**config.mk**
```make
export PLATFORM = sky130hd
export DESIGN_NAME = button_conditioner
export DESIGN_NICKNAME = d
export VERILOG_FILES = /design/src/rtl/ui_pkg.sv /design/src/rtl/button_channel.sv /design/src/rtl/button_conditioner.sv
export SDC_FILE = /design/constraint.sdc
export NUM_CORES = 1
export LEC_CHECK = 0
export BUFFER_PORTS_ARGS = -buffer_cell sky130_fd_sc_hd__buf_2
export CORE_ASPECT_RATIO = 1.5
export CORE_MARGIN = 1
export CORE_UTILIZATION = 56
export DETAILED_ROUTE_END_ITERATION = 12
export PLACE_DENSITY = 0.82
export SLEW_MARGIN = 20
export SYNTH_ARGS = -nofsm -noshare
export SYNTH_HDL_FRONTEND = slang
export SYNTH_HIERARCHICAL = 1
export SYNTH_SLANG_ARGS = --single-unit
export TNS_END_PERCENT = 20
```
**constraint.sdc**
```tcl
create_clock -name clk -period 2 [get_ports clk]
set_input_delay 0.6 -clock clk [delete_from_list [all_inputs] [get_ports clk]]
set_output_delay 0.6 -clock clk [all_outputs]
set_load 0.01 [all_outputs]
```
**src/rtl/ui_pkg.sv**
```systemverilog
// Shared front-panel definitions: button channel indices, default repeat mask
// and the per-channel auto-repeat state encoding.
package ui_pkg;

  localparam int BTN_MODE      = 0;
  localparam int BTN_DIGIT_CHG = 1;
  localparam int BTN_DIGIT_INC = 2;
  localparam int BTN_RST_DIGIT = 3;
  localparam int BTN_RST_VALUE = 4;

  localparam int DEFAULT_NUM_BUTTONS = 5;

  // Only the digit-increment button steps repeatedly while held.
  localparam logic [DEFAULT_NUM_BUTTONS-1:0] REPEAT_MASK_DEFAULT = 5'b00100;

  typedef enum logic [1:0] {
    IDLE   = 2'd0,
    HOLD   = 2'd1,
    REPEAT = 2'd2
  } rep_state_e;

  function automatic int max_int(input int a, input int b);
    return (a > b) ? a : b;
  endfunction

endpackage

```
**src/rtl/button_channel.sv**
```systemverilog
// One button: two-flop synchronizer, stable-count debouncer and optional
// auto-repeat FSM producing single-cycle press/repeat pulses.
module button_channel
  import ui_pkg::*;
#(
  parameter bit ACTIVE_LOW      = 1'b1,
  parameter int DEBOUNCE_CYCLES = 4,
  parameter bit REPEAT_EN       = 1'b0,
  parameter int REPEAT_DELAY    = 16,
  parameter int REPEAT_RATE     = 8
) (
  input  logic clk,
  input  logic reset,
  input  logic raw,
  output logic level,
  output logic pulse
);

  localparam int DB_W  = $clog2(DEBOUNCE_CYCLES);
  localparam int REP_W = $clog2(max_int(REPEAT_DELAY, REPEAT_RATE) + 1);

  localparam logic             RAW_IDLE   = ACTIVE_LOW;
  localparam logic [DB_W-1:0]  DB_LAST    = DB_W'(DEBOUNCE_CYCLES - 1);
  localparam logic [REP_W-1:0] DELAY_LAST = REP_W'(REPEAT_DELAY - 1);
  localparam logic [REP_W-1:0] RATE_LAST  = REP_W'(REPEAT_RATE - 1);

  logic             sync_a;
  logic             sync_b;
  logic             pressed;
  logic [DB_W-1:0]  db_cnt;
  logic             accept;
  logic             rise;
  logic             fall;
  rep_state_e       state;
  rep_state_e       state_next;
  logic [REP_W-1:0] rep_cnt;
  logic [REP_W-1:0] rep_cnt_next;
  logic             rep_fire;

  always_ff @(posedge clk or posedge reset) begin
    if (reset) begin
      sync_a <= RAW_IDLE;
      sync_b <= RAW_IDLE;
    end else begin
      sync_a <= raw;
      sync_b <= sync_a;
    end
  end

  assign pressed = ACTIVE_LOW ? ~sync_b : sync_b;
  assign accept  = (pressed != level) && (db_cnt == DB_LAST);
  assign rise    = accept && pressed;
  assign fall    = accept && !pressed;

  always_ff @(posedge clk or posedge reset) begin
    if (reset) begin
      db_cnt <= '0;
      level  <= 1'b0;
      pulse  <= 1'b0;
    end else begin
      if (pressed == level) begin
        db_cnt <= '0;
      end else if (db_cnt == DB_LAST) begin
        db_cnt <= '0;
        level  <= pressed;
      end else begin
        db_cnt <= db_cnt + 1'b1;
      end
      pulse <= rise || rep_fire;
    end
  end

  always_ff @(posedge clk or posedge reset) begin
    if (reset) begin
      state   <= IDLE;
      rep_cnt <= '0;
    end else begin
      state   <= state_next;
      rep_cnt <= rep_cnt_next;
    end
  end

  // A release landing on the same edge as a due repeat wins: no pulse.
  always_comb begin
    state_next   = state;
    rep_cnt_next = rep_cnt;
    rep_fire     = 1'b0;
    if (!REPEAT_EN || fall) begin
      state_next   = IDLE;
      rep_cnt_next = '0;
    end else begin
      case (state)
        IDLE: begin
          rep_cnt_next = '0;
          if (rise) state_next = HOLD;
        end
        HOLD: begin
          if (rep_cnt == DELAY_LAST) begin
            rep_fire     = 1'b1;
            rep_cnt_next = '0;
            state_next   = REPEAT;
          end else begin
            rep_cnt_next = rep_cnt + 1'b1;
          end
        end
        REPEAT: begin
          if (rep_cnt == RATE_LAST) begin
            rep_fire     = 1'b1;
            rep_cnt_next = '0;
          end else begin
            rep_cnt_next = rep_cnt + 1'b1;
          end
        end
        default: begin
          state_next   = IDLE;
          rep_cnt_next = '0;
        end
      endcase
    end
  end

endmodule

```
**src/rtl/button_conditioner.sv**
```systemverilog
// Front-panel button front end: one independent conditioning channel per
// button, each with its own polarity handling and auto-repeat enable.
module button_conditioner
  import ui_pkg::*;
#(
  parameter int                     NUM_BUTTONS     = DEFAULT_NUM_BUTTONS,
  parameter bit                     ACTIVE_LOW      = 1'b1,
  parameter int                     DEBOUNCE_CYCLES = 4,
  parameter logic [NUM_BUTTONS-1:0] REPEAT_MASK     = REPEAT_MASK_DEFAULT,
  parameter int                     REPEAT_DELAY    = 16,
  parameter int                     REPEAT_RATE     = 8
) (
  input  logic                   clk,
  input  logic                   reset,
  input  logic [NUM_BUTTONS-1:0] btn_raw,
  output logic [NUM_BUTTONS-1:0] btn_level,
  output logic [NUM_BUTTONS-1:0] btn_pulse
);

  // No arbitration: simultaneous presses yield simultaneous pulses.
  for (genvar i = 0; i < NUM_BUTTONS; i++) begin : g_chan
    button_channel #(
      .ACTIVE_LOW     (ACTIVE_LOW),
      .DEBOUNCE_CYCLES(DEBOUNCE_CYCLES),
      .REPEAT_EN      (REPEAT_MASK[i]),
      .REPEAT_DELAY   (REPEAT_DELAY),
      .REPEAT_RATE    (REPEAT_RATE)
    ) u_chan (
      .clk  (clk),
      .reset(reset),
      .raw  (btn_raw[i]),
      .level(btn_level[i]),
      .pulse(btn_pulse[i])
    );
  end

endmodule

```
==> out/metrics.yaml, run 1 <==
routing:
  post-route-drc-count: 0
  routed_wirelength_um: 2430
  drtAntennaViolNets: 0
  routed-via-count: 945
  viasPerCell: 5.43
  first_iter_violations: 10
  first_pass_iters: 4
  wire_per_inst_um: 14.0
placement:
  dp_hpwl_um: 1910
  place_congestion: 0.822
  portBuffers: 16
pwr:
  vdd_drop_max_mv: 0.687
  pwr-share-comb_pct: 26.9
  p_per_area_mw_per_mm2: 1170
  seq_power_share_pct: 53.2
  p_leak_nw: 0.846
  power_w: 0.00194
  switchingPower_w: 0.000640
  power_frac_clock_pct: 19.9
  p_int_w: 0.00130
  sw_frac_of_total_pct: 33.0
synth:
  yosys_warnings: 6
  synth_edf_count: 0
  syn_inst: 127
  synth_compound_area_share_pct: 5.85
  netlist.area_leader.share_pct: 45.2
  synthXorXnorAreaFrac_pct: 4.10
  seq_area_frac_synth_pct: 62.7
  synth_fa_ha_area_share_pct: 9.20
  muxShareOfSynthArea_pct: 0.669
  yosys.area.top_type: "dfrtp_1"
  synthSimpleGateAreaFrac_pct: 12.5
  syn_area_per_cell_um2: 11.8
  synth_area_leaders: "dfrtp_1 (45%), dfstp_2 (18%), ha_1 (9.2%)"
  ys_types: 26
  syn_nets: 145
  synth_seq_cells: 37
  synthArstFlopShare_pct: 100
  syn-cell-area_mm2: 0.00150
  synth_top_family_by_area: "simple AND/OR/NAND/NOR gates"
  ys.flop_type: "dfrtp_1"
timing:
  min_period_over_period_pct: 87.7
  hold_viol: 0
  slew_headroom_pct: 66.5
  slew_viol_final: 0
  rsz0062_at_grt: "no"
  fin_crit_ns: 1.75
  setup_viol: 0
  worst_clock_skew_ns: 0.00866
  fin_tns_setup_ns: 0
  timing.fmax_mhz: 570
  worst_pin_slew_ns: 0.502
setup_path:
  worst_path_max_delay_cell: "dfrtp_1"
  cp_max_fo: 5
  reg2reg_depth: 8
  cpMostUsedCell: "ha_1"
  cp_slowest_stage_delay_ns: 0.41
  rr_startpoint: "g_chan[2].u_chan/rep_cnt[0]"
  critical_path.startpoint_type: "flip-flop"
  r2r_end: "g_chan[2].u_chan/state[1]"
  worst-setup-path-type: "reg -> reg"
  rrSetupSlack_ns: 0.25
  crit_required_ns: 2.24
  end_kind: "flip-flop"
  path_cells: "ha_1 > nand3_1 > inv_1 > ha_1 > nand2b_1 > nand4b_1 > a21oi_1 > a41o_1"
  crit_arrival_ns: 1.99
clocking:
  clock_latency_ns: 0.34
  ctsHoldBuffers: 0
  cts_tree: "done"
  cts.sinks: 37
  cts_resized: 0
  clk_pin_slew_worst_paths_ns: 0.10
  h-tree-depth: 2
  cts_root_buf: "clkbuf_4"
  post_cts_buffers: 0
  clk_path_buf_depth: 2
  numCtsBuffers: 5
global_route:
  grt_max_degree: 14
  grt_overflow: 0
  grt_usage_pct: 21.2
  grt_pass1_vias: 1042
  antenna_found_initial: 0
  grt_pass1_wl_um: 4310
finish:
  nFillCells: 196
  final_util_pct: 67.1
  diodes: 0
  ff_latch_area_um2: 938
  synthToLayoutAreaGrowth_pct: 11.0
  nets: 168
  drive_above_1_share_pct: 21.3
  multiInputGateArea_um2: 483
outcome:
  status: "completed"
die:
  io_pins: 17
  fp.dieH_um: 65.3
  num_rows: 22
  die_area_mm2: 0.00289
  initial_core_util_pct: 60.4
  core_area_mm2: 0.00248
  die_w_um: 44.2
hold_path:
  hold_class: "in -> async"
flow_run:
  drv_cap: 0
flip-flops by register name, indices dropped and copies added, names as in the netlist:
name	count
g_chan.u_chan/pulse	5
g_chan.u_chan/state	2
g_chan.u_chan/sync_b	5
g_chan.u_chan/sync_a	5
g_chan.u_chan/db_cnt	10
g_chan.u_chan/rep_cnt	5
g_chan.u_chan/level	5
metrics by stage:
stage,worst slack (ns),hold WS [ns],cells,instance area (um2)
6_report,0.246,0.199,174,1660
5_1_grt,0.0176,0.187,174,1660
4_1_cts,0.244,0.188,174,1660
3_5_place_dp,0.256,0.347,167,1610
3_3_place_gp,0.351,0.347,167,1610
2_1_floorplan,0.402,0.345,127,1500
cell type report:
cell class                 instances  share of cell area [%]
clock buffer                       7                    3.31
multi-input combinational         70                    29.1
inverter                          20                    4.52
tap                               24                    1.81
timing repair buffer              16                    4.82
sequential                        37                    56.5
critical path, delay by kind of cell, from the launching register on:
family,cells,cell delay (ns)
adders and majority gates,2,0.43
DFF,1,0.41
and+or+nand+nor,3,0.48
AOI/OAI and AO/OA,2,0.29
buffers and inverters,1,0.05
cells in the final DEF, fill, tap and decap left out, types with 2 or more instances in the layout:
| cell type | n |
|---|---|
| o21ai_0 | 5 |
| inv_1 | 20 |
| xnor2_1 | 2 |
| xor2_1 | 5 |
| nor3_1 | 5 |
| and2_1 | 2 |
| nand2_1 | 5 |
| nand3_1 | 4 |
| clkbuf_4 | 5 |
| nand2b_1 | 5 |
| buf_2 | 16 |
| dfrtp_1 | 27 |
| nor2_1 | 13 |
| ha_1 | 11 |
| dfstp_2 | 10 |
synth_stat cells (4+ instances only):
cell type  instances
nand2b_1           5
dfstp_2           10
nand3_1            4
inv_1             20
nand2_1            5
nor2_1            13
dfrtp_1           27
ha_1              11
xor2_1             5
o21ai_0            5
nor3_1             5
metal layers:
layer	vias up	global-route usage [%]	share of wire, %	wire length [um]
met1	449	21.7	38	932
met2	24	35.1	52	1270
met5	-	0	0	0
met3	14	6.04	3.5	85
met4	0	16.3	5.6	136
li1	458	-	-	-
power by group through the flow:
stage	registers [W]	clock network, W	logic [W]
3_5_place_dp	0.00105	0	0.000531
5_1_grt	0.00105	0.000437	0.000605
6_report	0.00103	0.000387	0.000522
2_1_floorplan	0.00105	0	0.000344
4_1_cts	0.00103	0.000405	0.000532
3_3_place_gp	0.00103	0	0.000483
cells by family (layout without fill, tap and decap cells):
group	after synthesis	after routing
buf+inv	20	43
fa+ha+maj	11	11
simple gates	38	38
compound gates	13	13
flops	37	37
mux	1	1
xor+xnor	7	7
worst max path at each step:
stage	from	depth (start not counted)	slack, ns	end
6_report	g_chan[2].u_chan/rep_cnt[0]	8	0.25	g_chan[2].u_chan/state[1]
2_1_floorplan	g_chan[2].u_chan/rep_cnt[0]	8	0.40	g_chan[2].u_chan/state[1]
3_5_place_dp	g_chan[2].u_chan/rep_cnt[0]	8	0.26	g_chan[2].u_chan/state[1]
4_1_cts	g_chan[2].u_chan/rep_cnt[0]	8	0.24	g_chan[2].u_chan/state[0]
5_1_grt	g_chan[2].u_chan/rep_cnt[0]	8	0.02	g_chan[2].u_chan/state[0]
3_3_place_gp	g_chan[2].u_chan/rep_cnt[0]	8	0.35	g_chan[2].u_chan/state[1]
Note: power is estimated with default switching activity, not from simulation.
==> inputs of run 2 (changes only) <==
--- a/config.mk
+++ b/config.mk
@@ -10,6 +10,7 @@
 export CORE_MARGIN = 1
 export CORE_UTILIZATION = 56
 export DETAILED_ROUTE_END_ITERATION = 12
+export GPL_TIMING_DRIVEN = 0
 export PLACE_DENSITY = 0.82
 export SLEW_MARGIN = 20
 export SYNTH_ARGS = -nofsm -noshare
==> out/metrics.yaml, run 2 (same netlist as run 1, synthesis figures left out) <==
outcome:
  status: "completed"  # unchanged
setup_path:
  end_kind: "flip-flop"  # unchanged
  worst-setup-path-type: "reg -> reg"  # unchanged
  critical_path.startpoint_type: "flip-flop"  # unchanged
  r2r_end: "g_chan[2].u_chan/state[0]"  # was g_chan[2].u_chan/state[1]
  startpoint: "g_chan[2].u_chan/rep_cnt[0]"  # unchanged
  reg2reg_depth: 8  # unchanged
  crit_required_ns: 2.24  # about the same
  worstSetupEndpoint: "g_chan[2].u_chan/state[0]"  # was g_chan[2].u_chan/state[1]
  cp_max_fo: 5  # unchanged
  crit_arrival_ns: 2.00  # was 1.99 ns
  rrSetupSlack_ns: 0.24  # was 0.25 ns
  rr_startpoint: "g_chan[2].u_chan/rep_cnt[0]"  # unchanged
global_route:
  antenna_found_initial: 0  # unchanged
  grt_overflow: 0  # unchanged
  grt_max_degree: 14  # unchanged
  grt_pass1_wl_um: 4060  # was 4310 um
  grt_pass1_vias: 990  # was 1,042
  grt_usage_pct: 19.8  # was 21.2%
die:
  die_w_um: 44.2  # unchanged
  fp.dieH_um: 65.3  # unchanged
  die_area_mm2: 0.00289  # unchanged
  core_area_mm2: 0.00248  # unchanged
  num_rows: 22  # unchanged
  io_pins: 17  # unchanged
  initial_core_util_pct: 60.4  # unchanged
finish:
  drive_above_1_share_pct: 22.5  # was 21.3%
  nFillCells: 187  # was 196
  nets: 168  # unchanged
  top_register: "g_chan.u_chan/db_cnt"  # unchanged
  multiInputGateArea_um2: 483  # unchanged
  layout_commonest_cell: "dfrtp_1"  # unchanged
  final_cell_mix: "dfrtp_1 (27), inv_1 (20), buf_2 (16)"  # unchanged
  largest_reg_flops: 10  # unchanged
  diodes: 0  # unchanged
  ff_latch_area_um2: 938  # unchanged
  synthToLayoutAreaGrowth_pct: 14.2  # was 11.0%
timing:
  hold_viol: 0  # unchanged
  rsz0062_at_grt: "no"  # unchanged
  fin_crit_ns: 1.76  # was 1.75 ns
  finalWorstSetupSlack_ns: 0.243  # was 0.246 ns
  slew_headroom_pct: 67.2  # was 66.5%
  timing.fmax_mhz: 569  # was 570 MHz
  fin_tns_setup_ns: 0  # unchanged
  worst_clock_skew_ns: 0.00690  # was 0.00866 ns
  slew_viol_final: 0  # unchanged
  setup_viol: 0  # unchanged
  min_period_over_period_pct: 87.8  # was 87.7%
  worst_pin_slew_ns: 0.491  # was 0.502 ns
flow_run:
  drv_cap: 0  # unchanged
pwr:
  p_per_area_mw_per_mm2: 1270  # was 1170 mW/mm2
  p_leak_nw: 0.870  # was 0.846 nW
  vdd_drop_max_mv: 0.864  # was 0.687 mV
  power_w: 0.00218  # was 0.00194 W
routing:
  wire_per_inst_um: 13.2  # was 14.0 um
  post-route-drc-count: 0  # unchanged
  routed-via-count: 925  # was 945
  first_pass_iters: 4  # unchanged
  viasPerCell: 5.29  # was 5.43
  first_iter_violations: 12  # was 10
  drtAntennaViolNets: 0  # unchanged
  routed_wirelength_um: 2310  # was 2430 um
clocking:
  numCtsBuffers: 5  # unchanged
  clock_latency_ns: 0.33  # was 0.34 ns
  cts_root_buf: "clkbuf_4"  # unchanged
  ctsHoldBuffers: 0  # unchanged
  cts.sinks: 37  # unchanged
  cts_tree: "done"  # unchanged
  post_cts_buffers: 0  # unchanged
  clk_pin_slew_worst_paths_ns: 0.11  # was 0.10 ns
  clk_path_buf_depth: 2  # unchanged
  h-tree-depth: 2  # unchanged
  cts_resized: 0  # unchanged
placement:
  place_congestion: 0.840  # was 0.822
  dp_hpwl_um: 1810  # was 1910 um
  dpl_worst_slack_ns: 0.252  # was 0.256 ns
  portBuffers: 16  # unchanged
hold_path:
  hold_class: "in -> async"  # unchanged
-- run 2: changes by cell type in the layout (fill, tap and decap cells not counted) --
| cell | change |
|---|---|
| bufinv_16 | +2 |
| clkinv_2 | +1 |
| clkbuf_8 | -1 |
| clkbuf_1 | -1 |
-- run 2: per-layer routing --
metal	up-vias	track usage [%]	part of all wire, %
met2	15	33.8	55
met4	0	7.95	0.82
met5	-	0	0
li1	456	-	-
met3	2	6.59	3.3
met1	452	22.2	41
-- run 2: final cells by class --
class,count,area share [%]
Inverter,20,4.39
Tap cell,24,1.76
Multi-Input combinational cell,70,28.3
Sequential cell,37,54.9
Timing Repair Buffer,16,4.69
Clock buffer,5,2.20
Clock inverter,3,3.81
-- run 2: worst min-delay path by stage --
stage | startpoint | to | slack, ns | cells after the start
6_report | reset | g_chan[0].u_chan/level | 0.19 | 2
5_1_grt | reset | g_chan[0].u_chan/pulse | 0.19 | 2
4_1_cts | reset | g_chan[3].u_chan/db_cnt[1] | 0.18 | 2
3_5_place_dp | g_chan[4].u_chan/sync_a | g_chan[4].u_chan/sync_b | 0.35 | 0
3_3_place_gp | g_chan[4].u_chan/sync_a | g_chan[4].u_chan/sync_b | 0.35 | 0
2_1_floorplan | g_chan[0].u_chan/sync_a | g_chan[0].u_chan/sync_b | 0.35 | 0
-- run 2: metrics by stage --
step	hold slack, ns	instance area [um2]	util [%]	std cells
floorplan	0.345	1500	-	127
global placement	0.346	1610	64.8	167
detailed placement	0.347	1610	64.8	167
CTS	0.181	1710	69.0	175
global route	0.191	1710	69.0	175
finish	0.193	1710	69.0	175
-- run 2: critical path, cell delays in order, from the launching register on --
cell	delay, ns
dfrtp_1	0.39
ha_1	0.22
nand3_1	0.12
inv_1	0.07
ha_1	0.15
nand2b_1	0.20
nor2b_1	0.21
a31oi_1	0.10
a221oi_1	0.21
-- run 2: report_power, final --
group          switching [W]  internal, W  leakage [nW]  total (W)
logic               0.000303     0.000216         0.351   0.000519
clock network       0.000243     0.000387        0.0552   0.000630
registers           0.000113     0.000915         0.463    0.00103
total               0.000659      0.00152         0.870    0.00218
